`config.mk`:
```
export PLATFORM = sky130hd
export DESIGN_NAME = pwm_deserializer
export DESIGN_NICKNAME = d
export VERILOG_FILES = /design/src/rtl/pwm_deserializer.sv
export SDC_FILE = /design/constraint.sdc
export NUM_CORES = 1
export LEC_CHECK = 0
export ABC_AREA = 1
export ABC_CLOCK_PERIOD_IN_PS = 3200
export CORE_MARGIN = 3
export CORE_UTILIZATION = 35
export DETAILED_ROUTE_END_ITERATION = 10
export PLACE_DENSITY_LB_ADDON = 0.08
export SLEW_MARGIN = 20
export SYNTH_ARGS = -nofsm -noshare
export SYNTH_HDL_FRONTEND = slang
export SYNTH_SLANG_ARGS = --single-unit
```
`constraint.sdc`:
```
create_clock -name clk -period 3.2 [get_ports clk]
set_clock_uncertainty 0.15 [all_clocks]
set_input_delay 0.32 -clock clk [delete_from_list [all_inputs] [get_ports clk]]
set_output_delay 0.32 -clock clk [all_outputs]
set_load 0.02 [all_outputs]
```
`src/rtl/pwm_deserializer.sv`:
```
// pwm_deserializer
// Measures an incoming PWM line and recovers its duty cycle as an integer
// percentage 0..99, using floor(100*H/P) where H is high time and P is period
// (both in clk cycles, measured rise to rise on the synchronized line).
//
// Ports:
//   clk        - system clock
//   reset      - asynchronous, active-high reset
//   pwm_in     - asynchronous PWM line (synchronized internally)
//   duty_cycle - last recovered duty, 0..99
//   duty_valid - one-cycle strobe whenever duty_cycle updates
//   stuck      - no edge for TIMEOUT cycles; duty_cycle shows the stuck level
//   overrun    - sticky: a period completed while the divider was still busy
module pwm_deserializer #(
    parameter int CNT_W   = 12,
    parameter int TIMEOUT = 4095
) (
    input  logic       clk,
    input  logic       reset,
    input  logic       pwm_in,
    output logic [6:0] duty_cycle,
    output logic       duty_valid,
    output logic       stuck,
    output logic       overrun
);

    localparam int N  = CNT_W + 7;
    localparam int IW = $clog2(N);
    localparam logic [CNT_W-1:0] CNT_MAX = '1;
    localparam logic [CNT_W-1:0] TO_LAST = CNT_W'(TIMEOUT - 1);
    localparam logic [IW-1:0]    IT_LAST = IW'(N - 1);

    typedef enum logic [1:0] {IDLE = 2'd0, HIGH = 2'd1, LOW = 2'd2} state_t;

    // 100*h as (h<<6)+(h<<5)+(h<<2), widened so nothing is lost
    function automatic logic [N-1:0] mul100(input logic [CNT_W-1:0] h);
        logic [N-1:0] e;
        e = {7'b0, h};
        return (e << 6) + (e << 5) + (e << 2);
    endfunction

    logic              sync_1, sync_2, sync_3;
    logic [1:0]        warm;
    state_t            state, state_next;
    logic [CNT_W-1:0]  h_cnt, p_cnt, since_cnt;
    logic              cnt_clear, capture, timeout_fire;
    logic              armed, rise, fall;

    logic              div_busy;
    logic [IW-1:0]     div_it;
    logic [CNT_W-1:0]  div_rem, div_den;
    logic [N-1:0]      div_quo;
    logic              div_last, div_accept;
    logic [CNT_W:0]    trial;
    logic              trial_ge;
    logic [CNT_W-1:0]  rem_next;
    logic [N-1:0]      quo_next;

    // Edges are ignored until the synchronizer chain has refilled after reset,
    // so a line that is already high at release does not fake a rise.
    assign armed = (warm == 2'd3);
    assign rise  = armed & sync_2 & ~sync_3;
    assign fall  = armed & ~sync_2 & sync_3;

    // Synchronizer, edge-detect flop and post-reset warm-up counter
    always_ff @(posedge clk or posedge reset) begin
        if (reset) begin
            sync_1 <= 1'b0;
            sync_2 <= 1'b0;
            sync_3 <= 1'b0;
            warm   <= 2'd0;
        end else begin
            sync_1 <= pwm_in;
            sync_2 <= sync_1;
            sync_3 <= sync_2;
            if (warm != 2'd3) warm <= warm + 2'd1;
        end
    end

    // FSM state register
    always_ff @(posedge clk or posedge reset) begin
        if (reset) state <= IDLE;
        else       state <= state_next;
    end

    // FSM next state; an edge always beats a timeout on the same cycle
    always_comb begin
        state_next   = state;
        cnt_clear    = 1'b0;
        capture      = 1'b0;
        timeout_fire = 1'b0;
        case (state)
            IDLE: begin
                if (rise) begin
                    cnt_clear  = 1'b1;
                    state_next = HIGH;
                end else begin
                    state_next = IDLE;
                end
            end
            HIGH: begin
                if (fall) begin
                    state_next = LOW;
                end else if (since_cnt == TO_LAST) begin
                    timeout_fire = 1'b1;
                    state_next   = IDLE;
                end else begin
                    state_next = HIGH;
                end
            end
            LOW: begin
                if (rise) begin
                    capture    = 1'b1;
                    cnt_clear  = 1'b1;
                    state_next = HIGH;
                end else if (since_cnt == TO_LAST) begin
                    timeout_fire = 1'b1;
                    state_next   = IDLE;
                end else begin
                    state_next = LOW;
                end
            end
            default: state_next = IDLE;
        endcase
    end

    // High-time, period and edge-age counters. The rise cycle itself is not
    // counted into p_cnt, so the captured period is p_cnt + 1.
    always_ff @(posedge clk or posedge reset) begin
        if (reset) begin
            h_cnt     <= '0;
            p_cnt     <= '0;
            since_cnt <= '0;
        end else begin
            if (cnt_clear) begin
                h_cnt <= '0;
                p_cnt <= '0;
            end else if (state == HIGH) begin
                h_cnt <= h_cnt + CNT_W'(1);
                if (p_cnt != CNT_MAX) p_cnt <= p_cnt + CNT_W'(1);
            end else if (state == LOW) begin
                if (p_cnt != CNT_MAX) p_cnt <= p_cnt + CNT_W'(1);
            end
            if (rise || fall || timeout_fire || state == IDLE) since_cnt <= '0;
            else                                               since_cnt <= since_cnt + CNT_W'(1);
        end
    end

    // The final iteration and the result write share a clock edge; a capture
    // landing on that same cycle is accepted.
    assign div_last   = div_busy && (div_it == IT_LAST);
    assign div_accept = capture && (!div_busy || div_last);

    // One restoring-division step: quotient bits shift in as dividend bits shift out
    always_comb begin
        trial    = {div_rem, div_quo[N-1]};
        trial_ge = (trial >= {1'b0, div_den});
        if (trial_ge) rem_next = trial[CNT_W-1:0] - div_den;
        else          rem_next = trial[CNT_W-1:0];
        quo_next = {div_quo[N-2:0], trial_ge};
    end

    // Divider datapath
    always_ff @(posedge clk or posedge reset) begin
        if (reset) begin
            div_busy <= 1'b0;
            div_it   <= '0;
            div_rem  <= '0;
            div_den  <= '0;
            div_quo  <= '0;
        end else if (div_accept) begin
            div_busy <= 1'b1;
            div_it   <= '0;
            div_rem  <= '0;
            div_den  <= p_cnt + CNT_W'(1);
            div_quo  <= mul100(h_cnt);
        end else if (div_busy) begin
            div_rem <= rem_next;
            div_quo <= quo_next;
            div_it  <= div_it + IW'(1);
            if (div_last) div_busy <= 1'b0;
        end
    end

    // Registered status outputs; a timeout reports the level the line is stuck at
    always_ff @(posedge clk or posedge reset) begin
        if (reset) begin
            duty_cycle <= 7'd0;
            duty_valid <= 1'b0;
            stuck      <= 1'b0;
            overrun    <= 1'b0;
        end else begin
            duty_valid <= 1'b0;
            if (timeout_fire) begin
                duty_cycle <= sync_2 ? 7'd99 : 7'd0;
                duty_valid <= 1'b1;
                stuck      <= 1'b1;
            end else if (div_last) begin
                duty_cycle <= (quo_next > N'(99)) ? 7'd99 : quo_next[6:0];
                duty_valid <= 1'b1;
                stuck      <= 1'b0;
            end
            if (capture && !div_accept) overrun <= 1'b1;
        end
    end

endmodule
```
==> key figures <==
Outcome
  • Status: completed

Critical path
  • Arrival time worst endpoint: about 2900 ps
  • Crit path max-delay family: adder cells
  • Data required, critical path: around 3300 ps
  • Reg-to-reg slack, setup: 420 ps
  • Crit-path cells: fa_1 > ha_1 > inv_1 > fa_1 > nand3b_1 > nand2_1 > a21o_1 > a21oi_1 > xor2_1 > o21ai_1 > nand2_1
  • Crit path max fanout: 7
  • Buf+Inv Stages, Crit Path: 1
  • Worst reg2reg path depth: 11
  • Critical Path Source Type: register
  • Endpoint type of the worst setup path: register
  • R2R Path End: div_quo[16]$_DFFE_PP0P_
  • Crit Path Class: register to register
  • R2r startpoint: h_cnt[0]$_DFFE_PP0P_
  • CP max stage cell: fa_1
  • Max stage delay on crit path: 570 ps

Power
  • Clk network pwr share: between 20% and 30%
  • Pwr Total: between 5 and 6 mW
  • Sequential power share: ~34%
  • Pwr/cell area: a little under 800 mW/mm²
  • Switching share of power: about two fifths
  • P_leak: between 3 and 4 nW
  • Switching pwr: between 2 and 2.5 mW
  • Int Pwr: 3.17 mW
  • Combinational power share: a little over two fifths
  • Maximum VDD drop: around 0.0005 V

Clocking
  • Post-CTS Setup Bufs: 0
  • Clock Latency Late Sink: roughly 360 ps
  • Post-CTS sizing: 0
  • Clk root buf: clkbuf_16
  • CTS tree: done
  • CTS Sinks: between 100 and 150
  • CTS Buffer Depth: 2
  • Clk slew on worst S/H paths: about 70 ps
  • Hold_buf cts: 0
  • Total CTS buffers: 9
  • CTS HTree Levels: 3

STA
  • Period utilization: between 80% and 90%
  • Slew HR: 58.5%
  • Actual slew at the worst max-slew pin: 622 ps
  • Slew Viols, Final: 0
  • Final setup fails: 0
  • Setup_tns: 0 ps
  • Fin Hold WS: ~210 ps
  • Maximum clock frequency: ~360 MHz
  • Final hold vios: 0
  • Final worst path period need: about 2800 ps
  • Unrepaired setup endpoints after global routing: no

Synth
  • Area leader, netlist: dfrtp_1
  • Sequential fraction of the synthesis area: 41.0%
  • Largest cells by area after synthesis: dfrtp_1, nand2_1, ha_1, inv_1, nand3_1
  • Syn_area_per_cell: 8.45 µm²
  • Cell area after synthesis: 0.00622 mm²
  • Unique masters post-synth: between 40 and 50
  • Post-synth top area share: 41.0%
  • Cells after synthesis: about 740
  • Number of synthesized register bits: a little over 100
  • Post-synthesis net count: a little under 800
  • Top_reg_cell synth: dfrtp_1
  • Post-synth EDFFs: 0
  • Synth Warn #: 0
  • Synth async-reset ratio: 100%

Placed design
  • Hpwl dp: 10700 µm
  • Routability cong.: 0.779
  • Cell Area, Placed: roughly 0.0066 mm²
  • I/O Buffers: 12

GRT
  • Global route hottest layer: met2
  • Largest net degree at the start of global routing: 47
  • GRT overflow: 0
  • First-pass GRT wire length: ~24000 µm
  • Met2 Use GR: around a quarter
  • GR Util met3: approximately 3.2%
  • Gr usage total: 15.4%
  • Antenna violations before repair: 0
  • Vias in the first global route: between 4000 and 5000
  • GR Util met1: a little over a fifth

Routing
  • Detailed Route Iter0 Violations: between 200 and 300
  • Vias: around 4800
  • Vias per cell: ~4.9
  • ANT nets after route: 0
  • 1st-pass router iterations: 4
  • Post-DR wirelength/cell: 14.7 µm
  • Final WL: about 14000 µm
  • DRC: 0

Floorplanning
  • DIE HEIGHT: 139 µm
  • Core Region: ~0.017 mm²
  • Initial Utilization: 35.8%
  • DIE AREA: 0.0194 mm²
  • Die Wd: about 140 µm
  • Core Rows: 48
  • I/O pin cnt: 13

Hold path
  • HP Class: register to register
  • Hold endpoint: sync_2$_DFF_PP0_
  • HP Start: sync_1$_DFF_PP0_
  • Hold path cells: 0

Final layout
  • N_diodes: 0
  • Final core occ: roughly two fifths
  • Multi-input gate area: about 0.0032 mm²
  • Layout cell share with drive strength beyond 1: under 10%
  • Fill cells: ~1800
  • FF/Latch Area: between 0.002 and 0.003 mm²
  • Finished Cell Area: roughly 0.0069 mm²
  • Nets: 810
  • Area Overhead vs Synth: 11.3%

Job
  • Max_cap viols: 0
-- registers in the layout, summed over array words and instances, names as in the netlist --
| signal | count |
|---|---|
| sync_2 | 1 |
| stuck | 1 |
| duty_valid | 1 |
| div_it | 5 |
| duty_cycle | 7 |
| div_den | 12 |
| state | 2 |
| overrun | 1 |
| div_rem | 12 |
| div_busy | 1 |
| div_quo | 19 |
| since_cnt | 12 |
| sync_3 | 1 |
| p_cnt | 12 |
| sync_1 | 1 |
| h_cnt | 12 |
| warm | 2 |
-- cells by family (layout without fill, tap and decap cells) --
family | Yosys count | in the layout | share of synthesized area [%]
AOI/OAI and AO/OA | 133 | 133 | 12.5
adders and majority gates | 56 | 56 | 12.5
DFF | 102 | 102 | 41.0
buffers and inverters | 114 | 134 | 7.64
xor gates and xnor gates | 33 | 33 | 4.65
and+or+nand+nor | 297 | 297 | 21.5
muxes | 1 | 1 | 0.161
-- metrics by stage --
stage / worst slack (ps) / cells
after floorplan: 54.5 / 736
after global placement: 484 / 965
after detailed placement: 425 / 965
after CTS: 414 / 981
after global routing: 200 / 981
final: 422 / 981
-- layer usage --
layer,vias up,wire length [µm],part of all wire [%]
li1,2443,-,-
met2,40,6730,47
met5,-,0,0
met3,12,367,2.5
met1,2279,7160,50
met4,0,203,1.4
-- Yosys cell counts, drive strengths merged, types with 2 or more instances --
library cell and count:
nand3 52, nand4 7, dfrtp 102, o221ai 2
o22ai 5, xor2 25, nand2 160, a31oi 5
fa 10, ha 46, o21bai 3, nor3 10
buf 13, nor4 3, a21oi 32, o21ai 62
nor3b 4, a22o 3, o211ai 15, nand3b 2
o21a 2, inv 98, a21o 3, xnor2 8
nor2 56, clkbuf 2
-- layout by cell type, fill, tap and decap left out, types with 12 or more instances in the layout --
master,instances
ha_1,46
inv_1,91
o21ai_1,23
nand3_1,49
clkdlybuf4s50_1,12
xor2_1,25
dfrtp_1,102
o211ai_1,13
nor2_1,49
nand2_1,157
o21ai_0,38
a21oi_1,30
-- worst reg2reg max path, delay by kind of cell (launching register included) --
kind / cells / cell delay [ps]
AOI/OAI and AO/OA: 3 / 380
xor gates and xnor gates: 1 / 150
adders and majority gates: 3 / 1110
buffers and inverters: 1 / 60
DFF: 1 / 480
and+or+nand+nor: 3 / 350
-- cell type report --
| type | instances | share of cell area [%] |
|---|---|---|
| Sequential cell | 102 | 36.9 |
| Clock buffer | 10 | 3.45 |
| Multi-Input combinational cell | 520 | 46.1 |
| Clock inverter | 6 | 1.34 |
| Timing Repair Buffer | 19 | 2.67 |
| Inverter | 99 | 5.48 |
| Tap cell | 225 | 4.07 |
-- power by group through the flow --
stage          Clock (mW)  Sequential, mW  Combinational [mW]
3_3_place_gp            0            1.86                2.33
2_1_floorplan           0            1.82                1.80
6_report             1.24            1.85                2.34
4_1_cts              1.29            1.85                2.37
5_1_grt              1.35            1.90                2.68
3_5_place_dp            0            1.88                2.36
-- worst max-delay path by stage --
stage / to / start / slack, ps / cells after the start
2_1_floorplan: div_busy$_DFF_PP0_ / reset / 50 / 1
3_3_place_gp: div_quo[16]$_DFFE_PP0P_ / h_cnt[0]$_DFFE_PP0P_ / 480 / 11
3_5_place_dp: div_quo[16]$_DFFE_PP0P_ / h_cnt[0]$_DFFE_PP0P_ / 430 / 11
4_1_cts: div_quo[18]$_DFFE_PP0P_ / h_cnt[0]$_DFFE_PP0P_ / 410 / 11
5_1_grt: div_quo[18]$_DFFE_PP0P_ / h_cnt[0]$_DFFE_PP0P_ / 200 / 11
6_report: div_quo[16]$_DFFE_PP0P_ / h_cnt[0]$_DFFE_PP0P_ / 420 / 11
No activity file was read; power rests on OpenSTA's default activity.
